`config.mk`:
```
export PLATFORM = sky130hd
export DESIGN_NAME = controlador_eventos_botoes
export DESIGN_NICKNAME = d
export VERILOG_FILES = /design/src/rtl/controlador_eventos_botoes.sv
export SDC_FILE = /design/constraint.sdc
export NUM_CORES = 1
export LEC_CHECK = 0
export CAP_MARGIN = 20
export CORE_ASPECT_RATIO = 1.75
export CORE_MARGIN = 4
export CORE_UTILIZATION = 40
export CTS_CLUSTER_SIZE = 8
export DETAILED_ROUTE_END_ITERATION = 10
export GPL_ROUTABILITY_DRIVEN = 0
export PLACE_DENSITY = 0.64
export SLEW_MARGIN = 20
export SYNTH_ARGS = -nofsm -noshare
export SYNTH_HDL_FRONTEND = slang
export SYNTH_SLANG_ARGS = --single-unit
```
`constraint.sdc`:
```
create_clock -name clock -period 4.9 [get_ports clock]
set_input_delay 0.49 -clock clock [delete_from_list [all_inputs] [get_ports clock]]
set_output_delay 0.49 -clock clock [all_outputs]
set_load 0.02 [all_outputs]
```
`src/rtl/controlador_eventos_botoes.sv`:
```
// Push-button front end: two-flop sync and debounce for each button, press-to-event capture,
// and a round-robin valid/ack offer of pending presses to the processor.

module botao_lane #(
  parameter int                       COUNTER_WIDTH = 16,
  parameter logic [COUNTER_WIDTH-1:0] COUNTER_MAX   = '1
) (
  input  logic clock,
  input  logic reset_n,
  input  logic botao,
  output logic filtrado,
  output logic press
);
  logic [1:0]               sync;
  logic [COUNTER_WIDTH-1:0] cnt;
  logic                     s, differ, accept;

  assign s      = sync[1];
  assign differ = s ^ filtrado;
  assign accept = differ && (cnt == COUNTER_MAX);
  // Asserted on the edge where the debounced level rises, so the pending bit is set on that edge too.
  assign press  = accept & s;

  always_ff @(posedge clock or negedge reset_n) begin
    if (!reset_n) begin
      sync     <= '0;
      cnt      <= '0;
      filtrado <= 1'b0;
    end else begin
      sync <= {sync[0], botao};
      if (!differ) begin
        cnt <= '0;
      end else if (accept) begin
        filtrado <= s;
        cnt      <= '0;
      end else begin
        cnt <= cnt + 1'b1;
      end
    end
  end
endmodule

module controlador_eventos_botoes #(
  parameter int                       NUM_BOTOES    = 4,
  parameter int                       COUNTER_WIDTH = 16,
  parameter logic [COUNTER_WIDTH-1:0] COUNTER_MAX   = 16'hFFFF,
  parameter int                       ID_WIDTH      = 2
) (
  input  logic                  clock,
  input  logic                  reset_n,
  input  logic [NUM_BOTOES-1:0] botoes,
  output logic [NUM_BOTOES-1:0] botoes_filtrados,
  output logic                  evento_valido,
  output logic [ID_WIDTH-1:0]   evento_id,
  input  logic                  evento_ack,
  output logic [NUM_BOTOES-1:0] eventos_pendentes,
  output logic                  evento_perdido
);
  typedef enum logic {OCIOSO, OFERTA} estado_t;

  localparam logic [ID_WIDTH:0]   N_EXT  = (ID_WIDTH+1)'(NUM_BOTOES);
  localparam logic [ID_WIDTH-1:0] ID_MAX = ID_WIDTH'(NUM_BOTOES-1);

  estado_t               estado, estado_next;
  logic [NUM_BOTOES-1:0] filt, press, pend, grant_clr;
  logic [ID_WIDTH-1:0]   ptr, id_r, grant_id;
  logic [ID_WIDTH:0]     idx;
  logic                  grant_any, grant_fire, ack_fire, perdido;

  genvar g;
  generate
    for (g = 0; g < NUM_BOTOES; g++) begin : g_lane
      botao_lane #(
        .COUNTER_WIDTH(COUNTER_WIDTH),
        .COUNTER_MAX  (COUNTER_MAX)
      ) u_lane (
        .clock   (clock),
        .reset_n (reset_n),
        .botao   (botoes[g]),
        .filtrado(filt[g]),
        .press   (press[g])
      );
    end
  endgenerate

  // Scanning downwards lets the candidate closest to ptr (in wrap order) win.
  always_comb begin
    grant_any = 1'b0;
    grant_id  = '0;
    idx       = '0;
    for (int k = NUM_BOTOES-1; k >= 0; k--) begin
      idx = {1'b0, ptr} + (ID_WIDTH+1)'(k);
      if (idx >= N_EXT) idx = idx - N_EXT;
      if (pend[idx[ID_WIDTH-1:0]]) begin
        grant_any = 1'b1;
        grant_id  = idx[ID_WIDTH-1:0];
      end
    end
  end

  always_comb begin
    estado_next = estado;
    grant_fire  = 1'b0;
    ack_fire    = 1'b0;
    case (estado)
      OCIOSO: if (grant_any) begin
        grant_fire  = 1'b1;
        estado_next = OFERTA;
      end
      OFERTA: if (evento_ack) begin
        ack_fire    = 1'b1;
        estado_next = OCIOSO;
      end
      default: estado_next = OCIOSO;
    endcase
  end

  assign grant_clr = grant_fire ? ({{(NUM_BOTOES-1){1'b0}}, 1'b1} << grant_id) : '0;

  always_ff @(posedge clock or negedge reset_n) begin
    if (!reset_n) begin
      estado  <= OCIOSO;
      id_r    <= '0;
      ptr     <= '0;
      pend    <= '0;
      perdido <= 1'b0;
    end else begin
      estado <= estado_next;
      if (grant_fire) id_r <= grant_id;
      if (ack_fire)   ptr  <= (id_r == ID_MAX) ? '0 : id_r + 1'b1;
      // A new press beats a same-edge grant clear; only a press onto a still-pending bit is lost.
      pend <= (pend & ~grant_clr) | press;
      if (|(press & pend & ~grant_clr)) perdido <= 1'b1;
    end
  end

  assign botoes_filtrados  = filt;
  assign evento_valido     = (estado == OFERTA);
  assign evento_id         = id_r;
  assign eventos_pendentes = pend;
  assign evento_perdido    = perdido;
endmodule

```
# Yosys cells after proc, flatten, opt, wreduce, memory -nomap -nowiden
# Index checks and enable logic that the tools add are counted.
# classes
add_sub_neg	12
magnitude_cmp	8
eq_ne	5
shifts	1
n_mux	36
bitwise_logic	14
reduce_logical	9
# ops
operator	n
2-to-1 mux 16 bit	8
adder 16 x 1 -> 16 bit, second input constant	4
== test 16 bit, second input constant	4
2-to-1 mux 2 bit	9
2-to-1 mux 1 bit	13
AND 4 bit	3
less-than comparator 2 x 3 -> 1 bit, second input constant	4
>= comparator 3 bit, second input constant	3
binary-select mux 1 bit (select 2 bit)	4
AND reduction 2 bit	4
subtractor 2 x 1 -> 2 bit, second input constant	4
adder 2 x 2 -> 3 bit, second input constant	2
AND 1 bit	4
logical AND 1 bit	4
2-to-1 mux 4 bit	1
inverter 4 bit	1
bitwise OR 4 bit	1
OR reduction 4 bit	1
left shift 1 x 2 -> 4 bit, first input constant	1
XOR 1 bit	4
adder 2 x 1 -> 3 bit, second input constant	1
>= comparator 2 x 3 -> 1 bit, second input constant	1
adder 2 x 1 -> 2 bit, second input constant	1
== test 2 bit, second input constant	1
2 further kinds	2
# totals
ff_bits	86
output_inout_bits	12
word_cells	102

# Logic depth before layout (Yosys ltp)
# depth
ltp_word	15
mapped_depth	8
mapped_depth_nobuf	7

# Modules after synthesis
# A second synthesis with hierarchy kept.
# unflattened
cells_unflattened	397
area_unflattened_um2	4065.1
# modules_own_cells
mod	instances	cells_each	area_each_um2
botao_lane	4	86	887.1
controlador_eventos_botoes	1	53	516.7

# Least setup slack after synthesis
# OpenSTA, ideal clock, no wires.
# synth_timing
path_kind	register to register
startpoint	reg estado, in the netlist evento_valido
endpoint	reg perdido, in the netlist evento_perdido
setup_time_ns	0.129
t_arrival_ns	1.581
path_slack_ns	3.191
stages_incl_launch_ff	6
n_path_buf	1
period_less_slack_ns	1.709
cell_sequence	dfrtp_1 -> clkbuf_1 -> or4_4 -> o21a_1 -> a31oi_1 -> nand3_1
# synth_via
elab_chain_len	5
# synth_rtl
element	line	source
from (decl)	64	estado_t estado, estado_next;
from (signal assigned)	128	estado <= estado_next;
2-to-1 mux 1 bit	105	case (estado)
2-to-1 mux 4 bit	118	assign grant_clr = grant_fire ? ({{(NUM_BOTOES-1){1'b0}}, 1'b1} << grant_id) : '0;
inverter 4 bit	133	if (|(press & pend & ~grant_clr)) perdido <= 1'b1;
AND 4 bit	133	
OR reduction 4 bit	133	
to (signal assigned)	126	perdido <= 1'b0;
to (signal assigned)	133	
to (decl)	68	logic grant_any, grant_fire, ack_fire, perdido;
# No other way between the ends.
# A chain may end at the register's enable or synchronous reset.

# Final worst setup path
# layout_timing
startpoint	reg estado, in the netlist evento_valido
endpoint	out evento_valido
# layout_lines
element	line	source
to (decl)	53	output logic evento_valido,
# No word-level cell between the ends.

==> out/qor.csv <==
metric,value,unit
result of the run,completed,
Post-CTS Setup Inserts,0,
global-route wire length before repair,12100,um
Detailed Place HPWL,4800,um
CP top delay family,buffers and inverters,
YS warnings,0,
maximum vdd drop,0.238,mV
multi-input logic area,1630,sq um
top cell type's share of synthesized area,55.7,%
initial antenna violation count,0,
worst reg-to-reg path cell count,6,
vias per cell,5.01,
CP max stage delay,0.66,ns
P_leak,1.99,nW
Finish-stage setup viols,0,
routed length per instance,13.1,um
vias in the first global route,2635,
post-synthesis compound-gate area fraction,3.40,%
Rows,47,
Die Y,138,um
Port-buffer cells,18,
FF-to-FF End,g_lane[2].u_lane.cnt[2],
Initial Util,40.8,%
final WL,6760,um
R2R Setup Slk,2.99,ns
total CTS buffers,9,
post-route clock period utilization,40.8,%
number of synthesized flops with an enable pin,0,
Sink Count,86,
"Avg Cell Area, Syn",10.5,sq um
Final Max Tran Viols,0,
core area,9470,sq um
largest family of logic cells by synthesized area,simple AND/OR/NAND/NOR gates,
cell area power density,329,nW/um^2
final hold vios,0,
total track usage,13.6,%
DRT antenna net count,0,
"non-filler cells, final",516,
GRT overflow,0,
"Core Util, Final",47.0,%
worst skew pair latency,0.34,ns
Worst Path Arrival,1.51,ns
Main synth FF type,dfrtp_1,
clk slew on worst S/H paths,0.06,ns
Setup CP Type,reg -> out,
WP depth,1,
"FF+latch count, synth",86,
"top cells by area, synth","dfrtp_1, xor2_1, nor2_1, xnor2_1, nand3_1",
RSZ-0062 raised after global routing,no,
Mapped Area,3860,sq um
synth cell count leaders,"dfrtp_1, nor2_1, xor2_1",
post-cts repair resize count,0,
xor and xnor area share after synthesis,13.4,%
Synth Area in Adders,1.62,%
Cell variety after synth,38,
Worst Setup EP,evento_valido,
Worst setup EP type,output pin,
via count,2583,
slew margin rel.,60.3,%
CP max FO,9,
IO Pins,19,
Yosys top cell by area,dfrtp_1,
"Cell Chain, Critical Path",clkdlybuf4s50_1,
Reg area,2150,sq um
most common cell in the netlist,dfrtp_1,
sequential-to-total area share from yosys stat,55.7,%
root buf cell,clkbuf_16,
setup tns final,0,ns
DRC Markers,0,
area of the die,11400,sq um
CP Launch Point,evento_valido,
fmax,501,MHz
worst clock skew,0.0102,ns
area grow syn2layout,15.1,%
die width,82.3,um
Final Net Count,401,
Pre-antenna DRT Iters,4,
Post-CTS Hold Buffers,0,
Worst-Margin Slew,0.595,ns
H-tree Lvls,3,
pin count of the biggest net entering global routing,49,
Startpoint Class,register,
Max-Cap Viols,0,
area share of and/or/nand/nor cells after synthesis,21.8,%
post-synthesis mux area share,1.98,%
"Req. time, crit path",4.41,ns
clock tree from TritonCTS,done,
post-synthesis async set-or-reset flop share,100,%
Syn Inst Count,369,
CP Buf/Inv Count,1,
placed cell count,500,
Diodes inserted,0,
fillers,881,
drt first-iter violations,118,
layout cell share with drive strength beyond 1,7.11,%
Final min period,2.00,ns
clock tree buffer depth,2,
CP max-delay cell,clkdlybuf4s50_1,
reg2reg start,g_lane[2].u_lane.cnt[0],
Min-Delay Path Class,in -> async,
syn_nets,381,
## cells in the final DEF, fill, tap and decap left out, drive strengths merged, types with 7 or more instances in the layout
cell            n
xor2           41
nand2          26
xnor2          18
nand4          14
nor2           76
o21ai           7
inv             7
clkdlybuf4s50  17
nand3          24
and3            8
clkbuf         12
dfrtp          86
## routing by layer
metal  track usage [%]  vias to the layer above  part of all wire [%]
li1                  -                     1280                     -
met1              16.5                     1266                    43
met2              22.1                       30                    52
met3              3.97                        7                   3.8
met4              5.78                        0                   1.9
met5                 0                        -                     0
## registers in the layout (all words and copies together), names as in the netlist
name,count
eventos_pendentes,4
g_lane.u_lane.filtrado,4
ptr,2
g_lane.u_lane.sync,8
evento_id,2
evento_perdido,1
g_lane.u_lane.cnt,64
evento_valido,1
## final cells by class
class | instances | share of cell area (%)
Clock buffer | 12 | 5.77
Clock inverter | 4 | 1.01
Inverter | 7 | 0.591
Multi-Input combinational cell | 266 | 36.6
Sequential cell | 86 | 48.4
Tap cell | 122 | 3.43
Timing Repair Buffer | 19 | 4.17
## power breakdown
part	internal, W	switching (W)
Sequential	0.000723	0.0000122
Combinational	0.0000155	0.0000317
Clock	0.000420	0.000259
Total	0.00116	0.000302
## logic make-up (layout without fill, tap and decap cells)
family                   count (synthesis)  in the layout
AO/OA/AOI/OAI                           21             21
XOR/XNOR                                59             59
adder cells (fa/ha/maj)                  5              5
buffers and inverters                   17             42
flip-flops                              86             86
multiplexers                             7              7
AND/OR/NAND/NOR                        174            174
## per-stage QoR
step	cell area, sq um	setup slack (ns)	power, W	hold slack [ns]
6_report	4450	2.90	0.00146	0.107
3_5_place_dp	4140	2.99	0.000797	0.341
4_1_cts	4450	2.87	0.00148	0.125
5_1_grt	4450	2.79	0.00153	0.143
3_3_place_gp	4140	3.05	0.000795	0.333
2_1_floorplan	3860	3.19	0.000770	0.194
## worst min-delay path by stage
stage	startpoint	to	slack, ns	depth (start not counted)
floorplan	reset_n	evento_id[0]	0.19	0
global placement	g_lane[0].u_lane.sync[0]	g_lane[0].u_lane.sync[1]	0.33	0
detailed placement	g_lane[1].u_lane.sync[0]	g_lane[1].u_lane.sync[1]	0.34	0
CTS	reset_n	g_lane[3].u_lane.cnt[7]	0.12	1
global route	reset_n	g_lane[3].u_lane.cnt[7]	0.14	1
finish	reset_n	g_lane[3].u_lane.cnt[7]	0.11	1
Power figures use the tool's default switching activity.
